## src/rtl/video_monitor_pkg.sv

```systemverilog
// video_monitor shared types and constants.
// FSM encoding and sync-loss timeout helper.
package video_monitor_pkg;

  typedef enum logic {
    UNLOCKED = 1'b0,
    RUN      = 1'b1
  } mon_state_e;

  localparam int CW_DEFAULT = 12;

  // Cycles without an HS falling edge before sync is declared lost.
  function automatic int hs_timeout(input int cw);
    return 1 << cw;
  endfunction

endpackage

```

## src/rtl/video_if.sv

```systemverilog
// Video timing bus between the vga generator and its sinks.
// HS/VS active low, blank high marks an active pixel.
interface video_if;
  logic        hs;
  logic        vs;
  logic        blank;
  logic [23:0] rgb;

  modport master (output hs, vs, blank, rgb);
  modport slave  (input  hs, vs, blank, rgb);
endinterface

```

## src/rtl/vid_edge_detect.sv

```systemverilog
// Two-stage register for one sync bit.
// Rise/fall pulses are decoded from the s1/s2 pair.
module vid_edge_detect (
  input  logic clk,
  input  logic rst,
  input  logic d,
  output logic s1,
  output logic s2,
  output logic rise,
  output logic fall
);

  always_ff @(posedge clk) begin
    if (rst) begin
      s1 <= 1'b0;
      s2 <= 1'b0;
    end else begin
      s1 <= d;
      s2 <= s1;
    end
  end

  assign rise = s1 & ~s2;
  assign fall = ~s1 & s2;

endmodule

```

## src/rtl/video_monitor.sv

```systemverilog
// Passive checker on the video bus: measures line/frame geometry,
// counts frames and sums RGB over each frame's active pixels.
module video_monitor
  import video_monitor_pkg::*;
#(
  parameter int HDISP = 800,
  parameter int VDISP = 480,
  parameter int CW    = CW_DEFAULT
) (
  input  logic          pixel_clk,
  input  logic          pixel_rst,
  video_if.slave        video_ifs,
  output logic          locked,
  output logic          frame_done,
  output logic [15:0]   frame_count,
  output logic [CW-1:0] hactive_meas,
  output logic [CW-1:0] vactive_meas,
  output logic          h_err,
  output logic          v_err,
  output logic [31:0]   checksum
);

  localparam logic [CW-1:0] CMAX   = '1;
  localparam logic [CW-1:0] HD     = CW'(HDISP);
  localparam logic [CW-1:0] VD     = CW'(VDISP);
  localparam logic [CW:0]   TMO_M1 = (CW+1)'(hs_timeout(CW) - 1);

  logic hs_s1, hs_s2, hs_rise, hs_fall;
  logic vs_s1, vs_s2, vs_rise, vs_fall;
  logic bl_s1, bl_s2, bl_rise, bl_fall;

  vid_edge_detect u_hs (
    .clk  (pixel_clk),
    .rst  (pixel_rst),
    .d    (video_ifs.hs),
    .s1   (hs_s1),
    .s2   (hs_s2),
    .rise (hs_rise),
    .fall (hs_fall)
  );

  vid_edge_detect u_vs (
    .clk  (pixel_clk),
    .rst  (pixel_rst),
    .d    (video_ifs.vs),
    .s1   (vs_s1),
    .s2   (vs_s2),
    .rise (vs_rise),
    .fall (vs_fall)
  );

  vid_edge_detect u_bl (
    .clk  (pixel_clk),
    .rst  (pixel_rst),
    .d    (video_ifs.blank),
    .s1   (bl_s1),
    .s2   (bl_s2),
    .rise (bl_rise),
    .fall (bl_fall)
  );

  logic unused_ok;
  assign unused_ok = &{1'b0, hs_s1, hs_s2, hs_rise,
                       vs_s1, vs_s2, vs_rise, bl_s2, bl_rise};

  logic [23:0]   rgb_s1;
  mon_state_e    state;
  logic [CW-1:0] pix_cnt;
  logic [CW-1:0] line_cnt;
  logic [CW:0]   hs_idle;
  logic [31:0]   sum;

  logic [CW-1:0] pix_next;
  logic [CW-1:0] line_next;
  logic [CW-1:0] line_closed;
  logic          timeout;

  assign pix_next    = (pix_cnt == CMAX) ? pix_cnt : pix_cnt + 1'b1;
  assign line_next   = (line_cnt == CMAX) ? line_cnt : line_cnt + 1'b1;
  // A line closing on the vs_fall cycle still belongs to this frame.
  assign line_closed = bl_fall ? line_next : line_cnt;
  assign timeout     = !hs_fall && (hs_idle == TMO_M1);

  always_ff @(posedge pixel_clk) begin
    if (pixel_rst) begin
      rgb_s1 <= '0;
    end else begin
      rgb_s1 <= video_ifs.rgb;
    end
  end

  always_ff @(posedge pixel_clk) begin
    if (pixel_rst) begin
      state        <= UNLOCKED;
      locked       <= 1'b0;
      frame_done   <= 1'b0;
      frame_count  <= '0;
      hactive_meas <= '0;
      vactive_meas <= '0;
      h_err        <= 1'b0;
      v_err        <= 1'b0;
      checksum     <= '0;
      pix_cnt      <= '0;
      line_cnt     <= '0;
      hs_idle      <= '0;
      sum          <= '0;
    end else begin
      frame_done <= 1'b0;
      unique case (state)
        UNLOCKED: begin
          pix_cnt  <= '0;
          line_cnt <= '0;
          hs_idle  <= '0;
          sum      <= '0;
          if (vs_fall) begin
            state  <= RUN;
            locked <= 1'b1;
          end
        end
        RUN: begin
          hs_idle <= hs_fall ? '0 : hs_idle + 1'b1;
          if (timeout) begin
            state    <= UNLOCKED;
            locked   <= 1'b0;
            pix_cnt  <= '0;
            line_cnt <= '0;
            sum      <= '0;
          end else begin
            if (bl_s1) begin
              pix_cnt <= pix_next;
              sum     <= sum + {8'h00, rgb_s1};
            end
            if (bl_fall) begin
              hactive_meas <= pix_cnt;
              pix_cnt      <= '0;
              line_cnt     <= line_next;
              if (pix_cnt != HD) h_err <= 1'b1;
            end
            if (vs_fall) begin
              vactive_meas <= line_closed;
              checksum     <= sum;
              frame_done   <= 1'b1;
              frame_count  <= frame_count + 1'b1;
              if (line_closed != VD) v_err <= 1'b1;
              // Partial line cut by vsync is dropped.
              if (bl_s1) h_err <= 1'b1;
              line_cnt <= '0;
              pix_cnt  <= '0;
              sum      <= '0;
            end
          end
        end
        default: state <= UNLOCKED;
      endcase
    end
  end

endmodule

```

## src/flat_wrapper.sv

```systemverilog
// flat-port wrapper written by rule: the top's interface ports become plain ports
module video_monitor_flat import video_monitor_pkg::*;
#(
  parameter int HDISP = 800,
  parameter int VDISP = 480,
  parameter int CW    = CW_DEFAULT
)
  (pixel_clk, pixel_rst, locked, frame_done, frame_count, hactive_meas, vactive_meas, h_err, v_err, checksum, video_ifs_hs, video_ifs_vs, video_ifs_blank, video_ifs_rgb);
  video_if video_ifs_i ();
  input  logic pixel_clk;
  input  logic pixel_rst;
  output logic locked;
  output logic frame_done;
  output logic [15:0] frame_count;
  output logic [CW-1:0] hactive_meas;
  output logic [CW-1:0] vactive_meas;
  output logic h_err;
  output logic v_err;
  output logic [31:0] checksum;
  input wire logic [$bits(video_ifs_i.hs)-1:0] video_ifs_hs;
  input wire logic [$bits(video_ifs_i.vs)-1:0] video_ifs_vs;
  input wire logic [$bits(video_ifs_i.blank)-1:0] video_ifs_blank;
  input wire logic [$bits(video_ifs_i.rgb)-1:0] video_ifs_rgb;
  assign video_ifs_i.hs = video_ifs_hs;
  assign video_ifs_i.vs = video_ifs_vs;
  assign video_ifs_i.blank = video_ifs_blank;
  assign video_ifs_i.rgb = video_ifs_rgb;
  video_monitor #(.HDISP(HDISP), .VDISP(VDISP), .CW(CW)) u_core (.pixel_clk(pixel_clk), .pixel_rst(pixel_rst), .video_ifs(video_ifs_i), .locked(locked), .frame_done(frame_done), .frame_count(frame_count), .hactive_meas(hactive_meas), .vactive_meas(vactive_meas), .h_err(h_err), .v_err(v_err), .checksum(checksum));
endmodule
```

## config.mk

```make
export PLATFORM = sky130hd
export DESIGN_NAME = video_monitor_flat
export DESIGN_NICKNAME = d
export VERILOG_FILES = /design/src/rtl/video_monitor_pkg.sv /design/src/rtl/video_if.sv /design/src/rtl/vid_edge_detect.sv /design/src/rtl/video_monitor.sv /design/src/flat_wrapper.sv
export SDC_FILE = /design/constraint.sdc
export NUM_CORES = 1
export LEC_CHECK = 0
export ABC_AREA = 1
export BUFFER_PORTS_ARGS = -buffer_cell sky130_fd_sc_hd__buf_2
export CAP_MARGIN = 20
export CORE_MARGIN = 4
export CORE_UTILIZATION = 55
export CTS_CLUSTER_DIAMETER = 60
export CTS_CLUSTER_SIZE = 28
export DETAILED_ROUTE_END_ITERATION = 10
export PLACE_DENSITY = 0.8
export SYNTH_ARGS = -nofsm -noshare
export SYNTH_HDL_FRONTEND = slang
export SYNTH_SLANG_ARGS = --single-unit
```

## constraint.sdc

```tcl
create_clock -name pixel_clk -period 5.7 [get_ports pixel_clk]
set_input_delay 0.57 -clock pixel_clk [delete_from_list [all_inputs] [get_ports pixel_clk]]
set_output_delay 0.57 -clock pixel_clk [all_outputs]
set_load 0.1 [all_outputs]
```

After elaboration in Yosys (flattened, before gate mapping)
Cells that the tools add are included.
Operators by class
  muxes and demuxes: 27
  reduce and logical (&&, ||, !) cells: 9
  bitwise logic cells: 8
  eq/ne operators: 10
  $add $sub $neg: 5
Operator list (count)
  $mux W12: 9
  $mux W32: 3
  $pmux W32 S2: 1
  $pmux W12 S2: 2
  $add A32 B24 Y32: 1
  $pmux W13 S2: 1
  $add A12 B1 Y12 const B: 2
  $eq A12 B12 Y1 const B: 2
  $add A16 B1 Y16 const B: 1
  $add A13 B1 Y13 const B: 1
  $eq A13 B12 Y1 const B: 1
  $mux W13: 1
  $ne A12 B10 Y1 const B: 1
  $ne A12 B9 Y1 const B: 1
  $ne A5 B4 Y1 const B: 2
  $mux W1: 8
  $reduce_and A2 Y1: 3
  $reduce_and A3 Y1: 2
  $not A1 Y1: 5
  $ne A2 B2 Y1 const B: 2
  $ne A4 B4 Y1 const B: 1
  $pmux W1 S2: 2
  $reduce_and A4 Y1: 1
  $and A1 B1 Y1: 3
  other kinds (3): 3
Storage, ports and cells
  input port bits: 29
  word-level logic and storage cells: 79
  bits in registers: 176
  output and inout bits: 76

Depth between registers and ports, before layout
Gate-level depths: netlist of the first run.
  depth in word-level cells: 7
  depth in mapped cells: 17
  depth with buffers taken out: 17

By module
Synthesis of the first run repeated with hierarchy kept, for this count alone.
Unflattened totals
  cells, all modules: 1304
  area, all modules: 8889.8 um^2
By module, submodules not included
  video_monitor: area an instance 8690.8 um^2, times used 1, cells each 1277
  vid_edge_detect: area an instance 66.3 um^2, times used 3, cells each 9

Least setup slack after synthesis of the first run
OpenSTA, ideal clock, no wires.
  path kind: register to register
  start: register u_core.frame_count[0]
  end: register u_core.frame_count[12]
  slack: 3.573 ns
  buffers on the path: 0
  setup time: 0.132 ns
  data required time: 5.568 ns
  arrival: 1.995 ns
  cell stages (with the launch flop): 9
  cells stage by stage: dfxtp_1 ha_1 nand2_1 nor2_1 nand3b_1 nand2_1 inv_1 o21ai_0 a21oi_1
On the way
  longest elaborated chain between the ends: 1
Ends and longest elaborated chain
  from (decl): RTL line video_monitor.sv:15  | output logic [15:0] frame_count,
  from (signal assigned): RTL line video_monitor.sv:143  | frame_count <= frame_count + 1'b1;
  $add A16 B1 Y16: RTL line video_monitor.sv:143
No other way between the ends.
A chain may end at the register's enable or synchronous reset.

Worst setup path after layout of the first run
  start: register u_core.hs_idle[0]
  end: register u_core.frame_count[4]
On the way
  longest elaborated chain between the ends: 4
Ends and longest elaborated chain
  from (decl): RTL line video_monitor.sv:70  | logic [CW:0] hs_idle;
  from (signal assigned): RTL line video_monitor.sv:121  | hs_idle <= hs_fall ? '0 : hs_idle + 1'b1;
  $eq A13 B12 Y1: RTL line video_monitor.sv:82  | assign timeout = !hs_fall && (hs_idle == TMO_M1);
  $logic_and A1 B1 Y1: RTL line video_monitor.sv:82
  $not A1 Y1 (no source line)
  $reduce_and A3 Y1 (no source line)
No other way between the ends.

==> reports/results.txt, run 1 <==
The maximum clock rate was 0.3968 GHz; the total clock sinks was 176. The number of remaining DRC errors was 0; the number of resized instances in the post-cts repair step was 0. TritonCTS built the clock tree. The biggest cell delay along the critical path works out to 0.60 ns. The count of final setup violators came out at 0. Total negative slack: 0 ns.

The most common cell in the synthesized netlist is nand2_1. For the pin with the worst max-slew slack, the measured transition is 1.022 ns. In the synthesized netlist, the cells that appear most often are nand2_1 (283), nor2_1 (209), dfxtp_1 (176), inv_1 (147), a21oi_1 (118). After the first detailed-routing iteration, the DRC count stood at 719. The count of final hold-check violations came out at 0.

Once routing completed, OpenROAD measured the worst setup slack at 3.180 ns. The count of input and output buffers is 104, and the leakage power summed over all cells is 4.587 nW. The core region is 15,430 um^2. The pin count of the biggest net entering global routing was 73.

After global routing the overflow that remains totals 0. The maximum vdd drop was 0.2056 mV; the final design utilization was 0.6444. For the worst flop-to-flop path, the logic depth is 12.

Across all hold checks on the routed design, the worst slack comes to 0.3288 ns. The count of pins on the block boundary was 105; the Yosys warning count was 0. The category of the critical setup timing path is register to register. The tools report the quantity of hold-fixing buffers added after cts as 0.

The arrival time at the worst endpoint was 2.82 ns. The critical path starts at u_core.hs_idle[0]. Timing analysis after detailed placement gives a worst setup slack of 3.204 ns. The final critical-path share of the clock period is 0.4421. The run gives 18,050 um^2 as the floorplan die area.

Total wirelength of the detailed-routed design: 21.81 mm. After clock tree synthesis, the clock-pin slew on the worst setup and hold paths is 0.07 ns. The first global-routing pass estimated 36.64 mm of wire. The most common flop cell mapped by yosys was dfxtp_1. Yosys attributes the largest share of cell area to dfxtp_1 (40%), nand2_1 (12%), nor2_1 (8.9%). Number of synthesized flops with an enable pin: 0. In the final routed layout, each cell accounts on average for 13.72 um.

The HPWL after detailed placement came out at 15.59 mm. The gate family responsible for the most delay along the worst path was simple AND/OR/NAND/NOR gates. The sequential cell area fraction in the yosys report was 0.4014; the total routing usage reported by global routing was 0.2452. Counting tap cells, the placed design contains a total of 1,557 instances.

At the end of routability-driven placement, the weighted congestion stood at 0.9564. After clock tree synthesis, the setup repair step added 0 buffers. Counting instances, the worst hold path has a depth of 3.

Type of element launching the critical path: a register. Yosys mapped the design onto 43 distinct sky130hd cell types. The signed area change from the synthesized netlist to the final layout was 13.26%; the total iterations of the first detailed-routing run was 5. X dimension of the die: 134.3 um. The cell at the slowest stage of the critical path is buf_4. Post-synthesis sequential element count: 176.

The endpoint identified for the worst register-to-register timing path is u_core.frame_count[4]. The repair_antennas step left the layout with diodes totalling 0. Sort of element at the end of the critical path: a register.

The tools report the starting density of the core as 0.5690. Highest fanout seen on the critical path: 58. The clock tree root driver cell was clkbuf_16. For this block, the via count after detailed routing is 8,478. The final-report max-slew violation count came out at 0. Data required time of the critical path: 6.00 ns. The tool flagged a number of max-cap violations equal to 0. Traced cell by cell, the critical path runs through ha_1 > nand2_1 > nor2_2 > nand2_2 > nor3_4 > nand2_4 > nand2_4 > nor2_4 > buf_4 > nand2_1 > nor2_1 > nor3b_2. Sum of internal, switching and leakage power: 2.510 mW.

The ratio of cells with drive above 1 in the final layout works out to 0.1175. The run gives 9369 um^2 as the instance area after placement. Summed over all instances, the cell type with the most area after synthesis is dfxtp_1. The clock passes through at most 2 buffers. The die boundary height works out to 134.3 um.

The worst setup slack for register-to-register paths is 3.18 ns. For the via count of the first global-routing pass, the log shows 7,888. Startpoint of the lowest-slack hold path: video_ifs_blank. For this design the ratio of total power to cell area is 252.5 nW/um^2.

The number of clock buffers added by TritonCTS is 17. In this run the remaining antenna-violating nets after routing total 0. The run finished with clean final reports. The worst slew margin relative to its limit is 0.3179.

Minimum period implied by the final worst setup slack: 2.520 ns. Setup repair after global routing left no endpoint under its margin. For the CTS H-tree depth, the log shows 4.

Average footprint of a synthesized cell: 6.874 um^2. The post-synthesis net count is 1,336. Fraction of post-synthesis cell area in the top cell type by area: 0.4014. The initial antenna violation count is 0, and the total number of cells along the worst setup path is 12. The post-route standard cell area excluding fillers is 9942 um^2. The share of synthesized registers carrying an async set or reset came out at 0. The floorplan has 45 rows.

The worst register-to-register path begins at u_core.hs_idle[0]. The path class of the tightest hold or removal check is primary input to register. For the worst-skew pair, the clock arrives at the later sink with an insertion delay of 0.44 ns. The count of nets after finishing was 1,425; the final cell count without fillers was 1,590. For hold timing, the worst endpoint is u_core.u_bl.s1.

Dividing the detail-routed via count by the number of cells gives 5.332. The run gives 1,277 as the count of mapped cells out of synthesis. Across the routed clock network, the largest skew measured is 0.008463 ns.

The count of buffer and inverter cells on the critical path came out at 1. The cell area after technology mapping was 8778 um^2.
power breakdown:
group	switching [mW]	internal, mW	total (mW)
clock	0.537	0.580	1.12
combinational	0.103	0.0358	0.139
sequential	0.00840	1.25	1.25
total	0.649	1.86	2.51
logic make-up after synthesis:
group | after synthesis | share of synthesized area
AO/OA/AOI/OAI | 222 | 0.1324
AND/OR/NAND/NOR | 640 | 0.3110
buffers and inverters | 187 | 0.08965
flip-flops | 176 | 0.4014
adder cells (fa/ha/maj) | 30 | 0.04361
XOR/XNOR | 22 | 0.02195
state kept, by name (all words and copies together), names as in the netlist, 12 cells and up:
signal               flops
u_core.hactive_meas     12
u_core.line_cnt         12
u_core.vactive_meas     12
u_core.hs_idle          13
u_core.pix_cnt          12
u_core.rgb_s1           24
u_core.sum              32
u_core.checksum         32
u_core.frame_count      16
layout by cell type (no fill, tap or decap), types with 3 or more instances in the layout:
| cell type | instances |
|---|---|
| clkbuf_16 | 17 |
| a21oi_1 | 118 |
| ha_1 | 29 |
| nor2_1 | 208 |
| nand3b_1 | 11 |
| buf_2 | 104 |
| buf_4 | 5 |
| nand4_1 | 18 |
| nand2_2 | 3 |
| nor3b_2 | 3 |
| dfxtp_1 | 176 |
| o21ai_0 | 61 |
| nor3_1 | 19 |
| xnor2_1 | 6 |
| o21a_1 | 7 |
| nor4_1 | 4 |
| inv_6 | 8 |
| inv_1 | 146 |
| xor2_1 | 16 |
| o21ai_1 | 26 |
| inv_8 | 3 |
| nand2_1 | 283 |
| nor2_2 | 3 |
| nand3_1 | 76 |
worst min-delay path, stage by stage:
cell    delay [ns]
buf_2         0.07
inv_1         0.03
nor2_1        0.06
area by class of cell:
| class | count | area (um^2) |
|---|---|---|
| inverter | 148 | 555.5 |
| sequential | 176 | 3523 |
| clock buffer | 17 | 425.4 |
| fill | 1407 | 5485 |
| timing repair buffer | 109 | 558.0 |
| clock inverter | 15 | 140.1 |
| tap | 211 | 264.0 |
| multi-input combinational | 914 | 4476 |
metal layers:
metal  up-vias  track usage  share of wire
met5         -            0              0
met1      3870       0.3362           0.47
met4         0      0.08032          0.019
met3        35      0.04464          0.060
li1       4313            -              -
met2       260       0.3925           0.45
how the worst max path moves through the flow:
stage                     slack [ns]                     end
after floorplan                 3.57  u_core.frame_count[12]
after global placement          3.30   u_core.frame_count[7]
after detailed placement        3.20   u_core.frame_count[4]
after CTS                       3.19   u_core.frame_count[4]
after global routing            2.93   u_core.frame_count[7]
final                           3.18   u_core.frame_count[4]
Note: power is estimated with default switching activity, not from simulation.
==> inputs of run 2 (changes only) <==
==> constraint.sdc (replaced) <==
create_clock -name pixel_clk -period 2.6 [get_ports pixel_clk]
set_input_delay 0.26 -clock pixel_clk [delete_from_list [all_inputs] [get_ports pixel_clk]]
set_output_delay 0.26 -clock pixel_clk [all_outputs]
set_load 0.1 [all_outputs]
==> reports/results.txt, run 2 (same netlist as run 1, synthesis figures left out) <==
The run finished with clean final reports. The logs give 0.3883 for the global routing usage on met2 and 0 for the count of inserted antenna diode cells. The total routing usage reported by global routing is 0.2450.

The library cells used most frequently in the layout, excluding fill and tap cells, are nand2_1 (282), nor2_1 (209), dfxtp_1 (176). For this block, the routed nets add up to 21.74 mm of wire. The logs give 5.337 mW for the sum of internal, switching and leakage power and 0 for the number of max-capacitance violations reported. The floorplan step defined a core boundary enclosing 15,430 um^2. The tools report the CTS H-tree depth as 4.

The critical path is of the register to register type. Data arrives at the worst endpoint at 2.62 ns. Global-route track usage on met1: 0.3413. Once placement completed, the tool counted placed cells totaling 1,565.

The count of buffer and inverter cells on the critical path is 2, and the worst setup slack for register-to-register paths is 0.31 ns. The via count of the first global-routing pass was 7,787; the count of final hold-check violations was 0. Dividing total power by cell area gives a power density of 535.3 nW/um^2.

The first global-routing pass estimated 36.31 mm of wire. Busiest metal layer after global routing: met2. Once the clock tree was built, the resizer swapped 0 gates to a different size.

After routing, the total negative slack on setup checks comes to 0 ns. Once the clock tree was built, the setup fixing pass inserted 0 buffers. Clock skew on the completed layout was measured at 0.005692 ns. Setup violations remaining at the end of the flow were counted as 0. The number of clock buffers added by TritonCTS is 17. In this run the most critical hold path is launched from video_ifs_rgb[15]. Hold-critical path depth: 3. The largest registers in the layout are u_core.checksum: 32 flops, u_core.sum: 32 flops, u_core.rgb_s1: 24 flops.

On the critical path, the stage with the largest delay is an instance of fa_1. The initial antenna violation count is 0, and the average detailed-routed wire length per instance is 13.61 um. The final critical-path share of the clock period works out to 0.8800. The logs give 2 for the maximum root-to-sink buffer count and 1,597 for the final cell count without fillers. The weighted congestion reported at the end of routability-driven placement came out at 0.9721. The dominant cell type by count on the critical path is nand2_1. In this run the worst path has a maximum fanout of 5.

The tools report the launch point of the worst reg-to-reg path as u_core.sum[0]. The biggest cell delay along the critical path was 0.37 ns. Final-report max-slew violation count: 0. The count of input and output buffers was 104. The logs give 8,421 for the vias after detailed routing and 0 for the number of remaining DRC errors. Fraction of met3 tracks used by global routing: 0.04276. STA classifies the critical path startpoint as a register. The signed area change from the synthesized netlist to the final layout was 13.57%. In this run the core area contains 45 standard-cell rows. The tools report the clock tree root driver cell as clkbuf_16. Static timing analysis puts the maximum clock frequency at 0.4371 GHz.

Measured along the y axis, the die boundary spans 134.3 um. The clock drives 176 sinks. At the pin with the least slew margin, the transition time is 0.8039 ns.

The minimum period implied by the final worst setup slack is 2.288 ns. Reg-to-reg critical path endpoint: u_core.sum[24]. At the later pin of the worst-skew pair, clock insertion delay measures 0.43 ns.

Floorplan die area: 18,050 um^2. The commonest non-fill, non-tap cell in the layout was nand2_1. For the data required time of the critical path, the log shows 2.93 ns. For this design, the CTS-stage hold fixing added 0 buffers. The detailed router finished its first iteration with 683 violations. The HPWL after detailed placement was 15.86 mm. For the final design utilization, the log shows 0.6462. Before antenna repair, the detailed router went through 6 iterations.

Across the VDD grid, the largest voltage drop is 0.4603 mV. Walking the worst path, the cells encountered are ha_1 > inv_1 > fa_1 > inv_1 > nand3_1 > nand2_1 > nand2_1 > nand2_2 > nand2_1 > nand2_1 > nand2_1 > nand2_1 > nand2_1 > nand2_1 > nand3_1 > nand2_1 > nor2_1. Hold timing on the final database bottoms out at a slack of 0.02458 ns. The ratio of cells with drive above 1 in the final layout is 0.1198, and the overflow left after global routing is 0. The x dimension of the die is 134.3 um, and the detailed-route vias per instance is 5.273.

TritonCTS built the clock tree. Gate family responsible for the most delay along the worst path: simple AND/OR/NAND/NOR gates. The starting density of the core is 0.5690, and the count of pins on the block boundary is 105. Once detail routing completed, the nets flagged for antenna violations numbered 0.

STA classifies the critical path endpoint as a register. For the worst flop-to-flop path, the logic depth is 17. Entering global routing, the biggest net connects 73 pins.

The count of nets after finishing was 1,433; the clock-pin slew on the worst setup and hold paths was 0.07 ns. Setup repair after global routing left no endpoint under its margin. End of the worst hold path: u_core.rgb_s1[15]. For the worst slew margin relative to its limit, the log shows 0.4641. The path class of the tightest hold or removal check is primary input to register. The tools report the leakage power summed over all cells as 4.598 nW.
## run 2: final cells by class
| class | count | area [um^2] |
|---|---|---|
| Multi-Input combinational cell | 914 | 4476 |
| Tap cell | 211 | 264.0 |
| Timing Repair Buffer | 117 | 630.6 |
| Fill cell | 1453 | 5458 |
| Clock buffer | 20 | 436.7 |
| Sequential cell | 176 | 3523 |
| Inverter | 148 | 555.5 |
| Clock inverter | 11 | 83.83 |
## run 2: worst max path at each step
stage,from,end,slack (ns),cells after the start
after floorplan,u_core.frame_count[0],u_core.frame_count[12],0.47,8
after global placement,u_core.hs_idle[0],u_core.h_err,0.25,12
after detailed placement,u_core.hs_idle[0],u_core.h_err,0.18,12
after CTS,u_core.hs_idle[0],u_core.h_err,0.17,12
after global routing,u_core.sum[0],u_core.sum[24],0.01,17
final,u_core.sum[0],u_core.sum[24],0.31,17
## run 2: report_power, final
group	total, mW	leakage, nW	internal (mW)	switching, mW
sequential	2.75	1.43	2.73	0.0176
clock	2.28	0.243	1.22	1.06
combinational	0.304	2.93	0.0799	0.224
total	5.34	4.60	4.03	1.30
## run 2: worst min-delay path, cell delays in order
cell,delay (ns)
buf_2,0.07
inv_1,0.03
nor2_1,0.06
## run 2: metrics by stage
step / area [um^2] / worst slack [ns]
2_1_floorplan: 8778 / 0.4726
3_3_place_gp: 9439 / 0.2539
3_5_place_dp: 9439 / 0.1837
4_1_cts: 9960 / 0.1740
5_1_grt: 9970 / 0.01058
6_report: 9970 / 0.3120
## run 2: routing by layer
layer  wire (um)  vias up
met2        9702      294
met1       10370     3789
met3        1308       26
met5           0        -
li1            -     4312
met4         364        0
